File: src/rtl/pipe_pkg.sv
// Shared definitions for the elastic pipeline stage buffer: state encoding,
// NOP fill value and default geometry of the fetch/decode instance.
package pipe_pkg;

    typedef logic [1:0] state_t;

    localparam state_t EMPTY = 2'd0;
    localparam state_t ONE   = 2'd1;
    localparam state_t FULL  = 2'd2;

    localparam logic [31:0] NOP_WORD = 32'h0000_0000;

    localparam int DEF_WIDTH = 32;
    localparam int DEF_LANES = 3;

endpackage

File: src/rtl/pipe_payload_reg.sv
// Opaque payload register with load and clear-to-NOP; clear wins over load.
module pipe_payload_reg
    import pipe_pkg::*;
#(
    parameter int W = DEF_WIDTH * DEF_LANES
) (
    input  logic         clk,
    input  logic         rst_n,
    input  logic         load,
    input  logic         clear,
    input  logic [W-1:0] d,
    output logic [W-1:0] q
);

    logic [W-1:0] q_r;

    // Payload storage: clear fills with NOP, load captures, otherwise hold.
    always_ff @(posedge clk or negedge rst_n) begin
        if (!rst_n) begin
            q_r <= {W{NOP_WORD[0]}};
        end else if (clear) begin
            q_r <= {W{NOP_WORD[0]}};
        end else if (load) begin
            q_r <= d;
        end else begin
            q_r <= q_r;
        end
    end

    assign q = q_r;

endmodule

File: src/rtl/pipe_stage_buffer.sv
// Valid/ready pipeline stage with a 2-entry skid buffer, synchronous flush,
// optional clear-to-NOP on empty and a saturating stall-cycle counter.
module pipe_stage_buffer
    import pipe_pkg::*;
#(
    parameter int WIDTH          = DEF_WIDTH,
    parameter int LANES          = DEF_LANES,
    parameter bit CLEAR_ON_EMPTY = 1'b1,
    parameter int CNT_W          = 16
) (
    input  logic                   clk,
    input  logic                   rst_n,
    input  logic                   in_valid,
    output logic                   in_ready,
    input  logic [LANES*WIDTH-1:0] in_data,
    output logic                   out_valid,
    input  logic                   out_ready,
    output logic [LANES*WIDTH-1:0] out_data,
    input  logic                   flush,
    output logic [CNT_W-1:0]       stall_cnt,
    input  logic                   clr_cnt
);

    localparam int DW = LANES * WIDTH;

    state_t           state_r;
    state_t           state_nxt_s;
    logic             out_valid_r;
    logic             in_ready_r;
    logic [CNT_W-1:0] stall_cnt_r;
    logic             push_s;
    logic             pop_s;
    logic             main_load_s;
    logic             main_clr_s;
    logic             skid_load_s;
    logic             skid_clr_s;
    logic [DW-1:0]    main_d_s;
    logic [DW-1:0]    main_q_s;
    logic [DW-1:0]    skid_q_s;

    assign push_s = in_valid & in_ready_r;
    assign pop_s  = out_valid_r & out_ready;

    // Next-state and payload steering; flush overrides every transition.
    always_comb begin
        state_nxt_s = state_r;
        main_load_s = 1'b0;
        main_clr_s  = 1'b0;
        skid_load_s = 1'b0;
        skid_clr_s  = 1'b0;
        main_d_s    = in_data;
        if (flush) begin
            state_nxt_s = EMPTY;
            main_clr_s  = 1'b1;
            skid_clr_s  = 1'b1;
        end else begin
            case (state_r)
                EMPTY: begin
                    if (push_s) begin
                        main_load_s = 1'b1;
                        state_nxt_s = ONE;
                    end else begin
                        state_nxt_s = EMPTY;
                    end
                end
                ONE: begin
                    if (push_s && pop_s) begin
                        main_load_s = 1'b1;
                        state_nxt_s = ONE;
                    end else if (push_s) begin
                        skid_load_s = 1'b1;
                        state_nxt_s = FULL;
                    end else if (pop_s) begin
                        main_clr_s  = CLEAR_ON_EMPTY;
                        state_nxt_s = EMPTY;
                    end else begin
                        state_nxt_s = ONE;
                    end
                end
                FULL: begin
                    // The skid entry is older than anything upstream, so it moves up first.
                    if (pop_s) begin
                        main_d_s    = skid_q_s;
                        main_load_s = 1'b1;
                        skid_clr_s  = 1'b1;
                        state_nxt_s = ONE;
                    end else begin
                        state_nxt_s = FULL;
                    end
                end
                default: begin
                    main_clr_s  = 1'b1;
                    skid_clr_s  = 1'b1;
                    state_nxt_s = EMPTY;
                end
            endcase
        end
    end

    // State plus handshake flags registered from the next state, keeping out_ready off the in_ready path.
    always_ff @(posedge clk or negedge rst_n) begin
        if (!rst_n) begin
            state_r     <= EMPTY;
            out_valid_r <= 1'b0;
            in_ready_r  <= 1'b1;
        end else begin
            state_r     <= state_nxt_s;
            out_valid_r <= (state_nxt_s != EMPTY);
            in_ready_r  <= (state_nxt_s != FULL);
        end
    end

    // Saturating count of stalled valid cycles; clearing wins over counting.
    always_ff @(posedge clk or negedge rst_n) begin
        if (!rst_n) begin
            stall_cnt_r <= {CNT_W{1'b0}};
        end else if (clr_cnt) begin
            stall_cnt_r <= {CNT_W{1'b0}};
        end else if (out_valid_r && !out_ready && !flush && (stall_cnt_r != {CNT_W{1'b1}})) begin
            stall_cnt_r <= stall_cnt_r + {{(CNT_W-1){1'b0}}, 1'b1};
        end else begin
            stall_cnt_r <= stall_cnt_r;
        end
    end

    pipe_payload_reg #(.W(DW)) u_main (
        .clk   (clk),
        .rst_n (rst_n),
        .load  (main_load_s),
        .clear (main_clr_s),
        .d     (main_d_s),
        .q     (main_q_s)
    );

    pipe_payload_reg #(.W(DW)) u_skid (
        .clk   (clk),
        .rst_n (rst_n),
        .load  (skid_load_s),
        .clear (skid_clr_s),
        .d     (in_data),
        .q     (skid_q_s)
    );

    assign out_data  = main_q_s;
    assign out_valid = out_valid_r;
    assign in_ready  = in_ready_r;
    assign stall_cnt = stall_cnt_r;

endmodule
File: config.mk
export PLATFORM = sky130hd
export DESIGN_NAME = pipe_stage_buffer
export DESIGN_NICKNAME = d
export VERILOG_FILES = /design/src/rtl/pipe_pkg.sv /design/src/rtl/pipe_payload_reg.sv /design/src/rtl/pipe_stage_buffer.sv
export SDC_FILE = /design/constraint.sdc
export NUM_CORES = 1
export LEC_CHECK = 0
export ABC_AREA = 1
export BUFFER_PORTS_ARGS = -buffer_cell sky130_fd_sc_hd__clkbuf_2
export CORE_MARGIN = 2
export CORE_UTILIZATION = 57
export DETAILED_ROUTE_END_ITERATION = 10
export GPL_TIMING_DRIVEN = 0
export MAX_ROUTING_LAYER = met4
export PLACE_DENSITY = 0.83
export SYNTH_ARGS = -nofsm -noshare
export SYNTH_HDL_FRONTEND = slang
export SYNTH_HIERARCHICAL = 1
export SYNTH_SLANG_ARGS = --single-unit
File: constraint.sdc
create_clock -name clk -period 3.6 [get_ports clk]
set_clock_uncertainty 0.05 [all_clocks]
set_input_delay 0.36 -clock clk [delete_from_list [all_inputs] [get_ports clk]]
set_output_delay 0.36 -clock clk [all_outputs]
set_load 0.02 [all_outputs]
==> results of run 1 <==
-- sequential cells by signal (all words and copies together), names as in the netlist --
register	count
state_r	2
stall_cnt	16
u_main/q	96
out_valid	1
in_ready	1
u_skid/q	96
-- layout make-up --
type                       instances  share of cell area
clock buffer                      33             0.05296
timing repair buffer             218             0.09324
buffer                            75             0.03440
clock inverter                     6             0.01075
inverter                          18            0.005479
multi-input combinational        810              0.3498
sequential                       212              0.4303
antenna                            1           0.0002029
tap                              225             0.02283
-- cell usage after synthesis (2+ instances only) --
master,number
dfrtp_1,211
clkbuf_1,19
o21ai_0,3
buf_4,14
nand4_1,10
nor2_2,3
a21oi_1,3
nor2_1,20
buf_2,36
nor2_4,5
mux2_2,56
nand2_1,450
o31ai_1,2
mux2_4,40
inv_1,15
nand3_1,205
buf_6,6
inv_2,3
o21bai_1,4
xor2_1,4
-- per-layer routing --
metal  vias up  global-route usage
met5         -                   -
met3        36             0.04378
met1      4136              0.3703
met4         0             0.07159
li1       4135                   -
met2       300              0.4671
-- metrics by stage --
| stage | worst slack, ps | total power (W) |
|---|---|---|
| 2_1_floorplan | 1776 | 0.002974 |
| 3_3_place_gp | -2014 | 0.003256 |
| 3_5_place_dp | 1531 | 0.003281 |
| 4_1_cts | 1557 | 0.005747 |
| 5_1_grt | 1383 | 0.005918 |
| 6_report | 1502 | 0.005711 |
-- cells by family after synthesis --
logic type / after synthesis / share of synthesized area
simple gates: 696 / 0.2920
fa+ha+maj: 1 / 0.001237
xor+xnor: 4 / 0.003464
buf+inv: 93 / 0.04863
flops: 212 / 0.5247
mux: 96 / 0.1218
compound gates: 13 / 0.008165
-- final timing paths --
check / endpoint / slack [ps] / depth (start not counted)
max: u_main/q[70]$_DFFE_PN0P_ / 1500 / 7
min: u_skid/q[35]$_DFFE_PN0P_ / 50 / 3
max reg2reg: u_main/q[70]$_DFFE_PN0P_ / 1500 / 7
min reg2reg: u_main/q[21]$_DFFE_PN0P_ / 420 / 2
max in group asynchronous: u_main/q[79]$_DFFE_PN0P_ / 2040 / 4
min in group asynchronous: u_main/q[30]$_DFFE_PN0P_ / 330 / 2
-- critical path, stage by stage, from the launching register on --
cell     delay [ps]
dfrtp_1         390
nand2_1         160
o31ai_1         520
inv_2           190
buf_2           260
buf_2           220
nand3_1         100
nand2_1          70
-- power breakdown --
group | internal, W | total [W] | switching [W]
registers | 0.00248 | 0.00254 | 0.0000566
logic | 0.000248 | 0.000709 | 0.000461
clock network | 0.00154 | 0.00247 | 0.000926
==> flow_metrics.py, run 1 <==
metrics = {
    "drt": {
        "totalWireLength_um": 25850,
        "avgRoutedWirePerCell_um": 16.18,
        "dr.max_layer_used": "met4",
        "remaining_drc_errors": 0,
        "first_iter_violations": 671,
        "num_vias": 8607,
        "wl_met1_um": 11070,
        "met2WireLength_um": 12810,
        "first_pass_iters": 5,
        "via_per_inst": 5.386,
        "ant_nets": 0,
        "met3_length_um": 1520,
    },
    "run": {
        "maxCapViolations": 0,
    },
    "clock_tree": {
        "cts_tree": "built",
        "clock_latency_ps": 500,
        "cts_num_sinks": 212,
        "cts_resized": 0,
        "cts-root-buf": "clkbuf_16",
        "clockBufferDepth": 3,
        "htree_levels": 1,
        "ctsHoldBuffers": 1,
        "clk_pin_slew_ps": 60,
        "cts_setup_buffers": 0,
        "cts_made_buffers": 23,
    },
    "sta": {
        "setup_violations": 0,
        "tightest_slew_ps": 524.3,
        "finalHoldViolCount": 0,
        "timing.hold.ws_ps": 48.28,
        "post-route-period-util": 0.5828,
        "max_slew_margin": 0.6475,
        "min_period_ps": 2098,
        "finalSetupTns_ps": 0,
        "drv_slew": 0,
        "grt_setup_unrepaired": "no",
        "fmax_mhz": 476.7,
    },
    "layout": {
        "multi_input_area_sq_um": 4314,
        "post-route-util": 0.7130,
        "area_growth_pct": 21.95,
        "final_cell_mix": "nand2_1 (450), clkbuf_2 (214), dfrtp_1 (211), nand3_1 (205), mux2_2 (56)",
        "num-nets-final": 1461,
        "layout-drive-gt1-share": 0.3032,
        "fillCellCount": 1281,
        "layout_commonest_cell": "nand2_1",
        "stdcell_area_sq_um": 12330,
        "regArea_sq_um": 5306,
        "final_cells": 1598,
    },
    "yosys": {
        "ys_seq_elements": 212,
        "netlist_area_sq_um": 10110,
        "ys_warn_count": 6,
        "async_flop_share": 1.000,
        "synth_cell_types": 26,
        "synthTopCellsByArea": "dfrtp_1 (52%), nand2_1 (17%), nand3_1 (10%), mux2_2 (6.2%), mux2_4 (5.9%)",
        "avgSynthCellArea_sq_um": 9.069,
        "synth_top_area_cell": "dfrtp_1",
        "yosysTopAreaCellShare": 0.5221,
        "synth-main-ff-cell": "dfrtp_1",
        "synthCells": 1115,
        "syn_nets": 1218,
        "synth_edf_count": 0,
        "ys_seq_area_frac": 0.5247,
    },
    "min_path": {
        "min_path_type": "input port to flop",
        "hold_start": "in_data[35]",
    },
    "die": {
        "die_h_um": 137.2,
        "rows": 48,
        "initial_core_util": 0.5846,
        "die_w_um": 137.2,
        "ios": 216,
        "die_area_sq_um": 18820,
        "core-area_sq_um": 17300,
    },
    "global_routing": {
        "grt_max_degree": 87,
        "grt_pass1_vias": 8591,
        "gr-total-overflow": 0,
        "track_usage": 0.2832,
        "grt_pass1_wl_um": 41790,
        "antenna_found_initial": 1,
    },
    "place": {
        "placed_cells": 1557,
        "io_buffers": 215,
        "dp_hpwl_um": 17720,
        "postPlaceCellArea_sq_um": 11530,
        "gp_congestion": 0.8469,
    },
    "setup_path": {
        "required_ps": 3930,
        "r2r_start": "out_valid$_DFF_PN0_",
        "path_class": "flop to flop",
        "crit_path_end_kind": "flop",
        "worst-path-max-fanout": 10,
        "critPathLaunch": "out_valid$_DFF_PN0_",
        "crit_arrival_ps": 2430,
        "start_kind": "flop",
    },
    "power": {
        "ir_drop_uv": 347.1,
        "leakage_nw": 7.140,
        "power.density_nw_per_um2": 463.1,
    },
    "run_status": {
        "status": "finished clean",
    },
}
Power figures use the tool's default switching activity.
==> run 2, diff against run 1 <==
- CORE_UTILIZATION: 57 -> 55
- PLACE_DENSITY: 0.83 -> 0.8
- clock period: 3.6 -> 2.19 ns (I/O delays scaled with it)
==> run 2 against run 1 <==
  * Register-to-register slack got worse by 1400 ps
  * First-iteration DRC count down 8.3%
  * Clock power rose by 55%
  * Final cell count grew 6.4%
  * Critical path depth unchanged
  * Sequential share of layout area shrank 3.0 points
  * Setup slack lost 1400 ps
  * Non-clock buffer count up 96
  * Largest power group unchanged
  * Sequential power increased by 64%
  * Wire length rose by 6.9%
  * Combinational power increased by 85%
  * Fmax is 2.1% higher
==> flow_metrics.py, run 2 (synthesis results as in run 1) <==
metrics = {
    "run_status": {
        "status": "finished clean",
    },
    "drt": {
        "remaining_drc_errors": 0,
        "first_pass_iters": 5,
        "num_vias": 9166,
        "avgRoutedWirePerCell_um": 16.25,
        "first_iter_violations": 615,
        "ant_nets": 0,
        "via_per_inst": 5.392,
        "totalWireLength_um": 27630,
    },
    "power": {
        "ir_drop_uv": 540.5,
        "leakage_nw": 7.529,
        "power.density_nw_per_um2": 702.4,
    },
    "layout": {
        "stdcell_area_sq_um": 13250,
        "layout_commonest_cell": "nand2_1",
        "antenna_cells": 0,
        "fillCellCount": 1258,
        "regArea_sq_um": 5306,
        "num-nets-final": 1558,
        "multi_input_area_sq_um": 4314,
        "area_growth_pct": 31.01,
        "layout-drive-gt1-share": 0.2855,
        "final_cell_mix": "nand2_1 (450), clkbuf_2 (214), dfrtp_1 (211), nand3_1 (205), dlygate4sd3_1 (98)",
        "post-route-util": 0.7350,
        "final_cells": 1700,
    },
    "clock_tree": {
        "cts-root-buf": "clkbuf_16",
        "clockBufferDepth": 3,
        "cts_made_buffers": 24,
        "clock_latency_ps": 510,
        "cts_tree": "built",
        "clk_pin_slew_ps": 60,
        "htree_levels": 1,
        "cts_num_sinks": 212,
        "cts_setup_buffers": 0,
    },
    "global_routing": {
        "track_usage": 0.2871,
        "gr-total-overflow": 0,
        "grt_pass1_vias": 9075,
        "grt_pass1_wl_um": 45150,
        "antenna_found_initial": 0,
        "grt_max_degree": 110,
    },
    "min_path": {
        "min_path_type": "input port to flop",
    },
    "sta": {
        "grt_setup_unrepaired": "no",
        "finalHoldViolCount": 0,
        "post-route-period-util": 0.9379,
        "setup_violations": 0,
        "max_slew_margin": 0.4204,
        "tightest_slew_ps": 869.4,
        "fmax_mhz": 486.9,
        "drv_slew": 0,
        "min_period_ps": 2054,
        "timing.hold.ws_ps": 26.07,
        "setup_slack_ps": 136.0,
    },
    "place": {
        "gp_congestion": 0.8375,
        "dp_hpwl_um": 17460,
        "dp_slack_ps": 200.7,
        "postPlaceCellArea_sq_um": 11510,
        "placed_cells": 1560,
        "io_buffers": 215,
    },
    "die": {
        "die_w_um": 139.6,
        "rows": 49,
        "initial_core_util": 0.5610,
        "die_area_sq_um": 19490,
        "core-area_sq_um": 18020,
        "ios": 216,
        "die_h_um": 139.6,
    },
    "run": {
        "maxCapViolations": 0,
    },
    "setup_path": {
        "crit_arrival_ps": 2390,
        "path_class": "flop to flop",
        "required_ps": 2520,
        "worst-path-max-fanout": 10,
        "crit_path_end_kind": "flop",
        "start_kind": "flop",
    },
}
run 2: cell types whose count changed in the layout (fill, tap and decap cells not counted), moves of 2 or more:
| cell | previous run | this run |
|---|---|---|
| dlygate4sd3_1 | 1 | 98 |
| clkbuf_16 | 23 | 25 |
| clkinv_2 | 1 | 7 |
| bufinv_16 | 4 | 0 |
| clkbuf_1 | 25 | 23 |
run 2: critical path: stages, from the launching register on:
cell and delay (ps):
dfrtp_1 370, nand2_1 150, o31ai_1 510, inv_2 190
buf_2 250, buf_2 220, nand3_1 120, nand2_1 70
run 2: metal layers:
layer	vias to the layer above	share of wire	global-route usage
met4	0	0.030	0.09211
met2	391	0.49	0.4659
li1	4324	-	-
met5	-	0	-
met1	4385	0.41	0.3761
met3	66	0.066	0.04267
run 2: final timing paths:
path / to / cells after the start / slack, ps / startpoint
worst max-delay path: u_main/q[67]$_DFFE_PN0P_ / 7 / 140 / out_valid$_DFF_PN0_
worst min-delay path: stall_cnt[8]$_DFFE_PN0P_ / 4 / 30 / clr_cnt
worst max register to register: u_main/q[67]$_DFFE_PN0P_ / 7 / 140 / out_valid$_DFF_PN0_
worst min register to register: u_skid/q[12]$_DFFE_PN0P_ / 2 / 420 / u_skid/q[12]$_DFFE_PN0P_
max in group asynchronous: u_skid/q[75]$_DFFE_PN0P_ / 3 / 790 / rst_n
min in group asynchronous: u_main/q[24]$_DFFE_PN0P_ / 2 / 280 / rst_n
run 2: cell type report:
type / count / share of cell area
flip-flops and latches: 212 / 0.4005
inverters: 18 / 0.005100
multi-input cells: 810 / 0.3257
repair buffers: 314 / 0.1580
clock buffers: 34 / 0.05355
plain buffers: 75 / 0.03230
well taps: 229 / 0.02163
clock inverters: 8 / 0.003211
run 2: repair_timing:
item                                    CTS  global route
endpoints found under the setup margin    0            12
endpoints found under the hold margin   199             0
hold buffers                             98             0
gates resized for setup                   0             1
run 2: report_power, final:
| group | internal (W) | switching (W) | total [W] |
|---|---|---|---|
| logic | 0.000515 | 0.000793 | 0.00131 |
| registers | 0.00408 | 0.0000963 | 0.00417 |
| clock network | 0.00224 | 0.00158 | 0.00382 |
| total | 0.00684 | 0.00247 | 0.00931 |
run 2: per-stage QoR:
step | total power (W) | TNS, ps
finish | 0.009306 | 0
global route | 0.009660 | 0
CTS | 0.009337 | 0
detailed placement | 0.005386 | 0
global placement | 0.005352 | -694570
floorplan | 0.004888 | 0
==> run 3, diff against run 2 <==
- MAX_ROUTING_LAYER: met4 -> unset
==> run 3 against run 2 <==
  * Flip-flop and latch count is the same
  * Die area is the same
  * Total power is essentially flat
  * Utilization is the same
  * Sequential share of layout area is the same
  * Hold slack gained 0.95 ps
  * First-iteration DRC count grew 1.5%
  * Clock power is essentially flat
  * Sequential power is essentially flat
  * Global-route usage shrank 0.82 points
  * Design area is the same
  * Critical endpoint unchanged
==> flow_metrics.py, run 3 (synthesis results as in run 1) <==
metrics = {
    "run_status": {
        "status": "finished clean",
    },
    "drt": {
        "num_vias": 9173,
        "via_per_inst": 5.396,
        "remaining_drc_errors": 0,
        "avgRoutedWirePerCell_um": 16.24,
        "totalWireLength_um": 27610,
        "first_iter_violations": 624,
        "ant_nets": 0,
        "first_pass_iters": 5,
    },
    "global_routing": {
        "gr-total-overflow": 0,
        "grt-busiest-layer": "met2",
        "grt_pass1_wl_um": 45170,
        "use_met1": 0.3741,
        "antenna_found_initial": 0,
        "grt_max_degree": 110,
        "track_usage": 0.2789,
        "met2_usage": 0.4652,
        "use_met3": 0.04818,
        "grt_pass1_vias": 9076,
    },
    "setup_path": {
        "cpMaxStageDelayCell": "o31ai_1",
        "crit_path_end_kind": "flop",
        "crit_arrival_ps": 2400,
        "path_cells": "nand2_1 -> o31ai_1 -> inv_2 -> buf_2 -> buf_2 -> nand3_1 -> nand2_1",
        "cp_top_family": "buffers and inverters",
        "start_kind": "flop",
        "worst-path-max-fanout": 10,
        "required_ps": 2520,
        "path_class": "flop to flop",
        "path_buf_inv": 3,
        "slowest_delay_ps": 510,
    },
    "layout": {
        "stdcell_area_sq_um": 13250,
        "layout_commonest_cell": "nand2_1",
        "final_cells": 1700,
        "area_growth_pct": 31.01,
        "num-nets-final": 1558,
        "final_cell_mix": "nand2_1 (450), clkbuf_2 (214), dfrtp_1 (211), nand3_1 (205), dlygate4sd3_1 (98)",
        "antenna_cells": 0,
        "layout-drive-gt1-share": 0.2855,
    },
    "place": {
        "dp_slack_ps": 200.7,
        "gp_congestion": 0.8250,
        "io_buffers": 215,
        "dp_hpwl_um": 17460,
        "placed_cells": 1560,
        "postPlaceCellArea_sq_um": 11510,
    },
    "sta": {
        "drv_slew": 0,
        "timing.hold.ws_ps": 27.02,
        "min_period_ps": 2065,
        "setup_violations": 0,
        "post-route-period-util": 0.9431,
        "finalHoldViolCount": 0,
        "max_slew_margin": 0.4173,
        "finalSetupTns_ps": 0,
        "setup_slack_ps": 124.5,
        "fmax_mhz": 484.1,
        "tightest_slew_ps": 874.0,
        "grt_setup_unrepaired": "no",
    },
    "die": {
        "die_w_um": 139.6,
        "core-area_sq_um": 18020,
        "rows": 49,
        "die_area_sq_um": 19490,
        "die_h_um": 139.6,
        "ios": 216,
        "initial_core_util": 0.5610,
    },
    "clock_tree": {
        "cts_setup_buffers": 0,
        "htree_levels": 1,
        "cts-root-buf": "clkbuf_16",
        "cts_made_buffers": 24,
        "cts_num_sinks": 212,
        "clk_pin_slew_ps": 60,
        "clockBufferDepth": 3,
        "cts_tree": "built",
        "clock_latency_ps": 510,
    },
    "power": {
        "leakage_nw": 7.529,
        "power.density_nw_per_um2": 702.7,
        "ir_drop_uv": 542.2,
    },
    "run": {
        "maxCapViolations": 0,
    },
    "min_path": {
        "min_path_type": "input port to flop",
    },
}
## run 3: cell counts in the layout (fill, tap and decap cells not counted)
Identical to the previous run, type by type.
## run 3: power breakdown
part	switching, W	internal (W)	total, W	leakage (nW)
clock	0.00159	0.00224	0.00383	0.376
sequential	0.0000966	0.00408	0.00417	2.92
combinational	0.000790	0.000515	0.00131	4.23
## run 3: final cells by class
cell class | count | area, sq um
Sequential cell | 212 | 5306
Fill cell | 1258 | 4777
Multi-Input combinational cell | 810 | 4314
Timing Repair Buffer | 314 | 2093
Clock buffer | 34 | 709.4
Buffer | 75 | 427.9
Tap cell | 229 | 286.5
Inverter | 18 | 67.56
Clock inverter | 8 | 42.54
## run 3: final timing paths
path | to | start | cells past startpoint | slack [ps]
min in group asynchronous | u_main/q[24]$_DFFE_PN0P_ | rst_n | 2 | 270
worst min-delay path | stall_cnt[8]$_DFFE_PN0P_ | clr_cnt | 4 | 30
worst max-delay path | u_main/q[67]$_DFFE_PN0P_ | out_valid$_DFF_PN0_ | 7 | 120
max in group asynchronous | u_skid/q[75]$_DFFE_PN0P_ | rst_n | 3 | 790
worst min register to register | u_skid/q[12]$_DFFE_PN0P_ | u_skid/q[12]$_DFFE_PN0P_ | 2 | 420
worst max register to register | u_main/q[67]$_DFFE_PN0P_ | out_valid$_DFF_PN0_ | 7 | 120
## run 3: repair_timing
item                                    4_1_cts  5_1_grt
resized for setup                             0        1
endpoints found under the setup margin        0       12
hold endpoints to repair                    199        0
hold buffers                                 98        0
## run 3: worst register-to-register path, stage by stage, from the launching register on
cell	delay, ps
dfrtp_1	370
nand2_1	150
o31ai_1	510
inv_2	190
buf_2	250
buf_2	220
nand3_1	130
nand2_1	80
## run 3: metal layers
layer / wire [um] / vias to the layer above
li1: - / 4331
met1: 11420 / 4385
met2: 13460 / 396
met3: 1947 / 61
met4: 784 / 0
met5: 0 / -
## run 3: through the flow
step | util | total power [W]
finish | 0.7350 | 0.009309
CTS | 0.7348 | 0.009337
global placement | 0.6366 | 0.005352
global route | 0.7350 | 0.009664
detailed placement | 0.6386 | 0.005386
floorplan | - | 0.004888
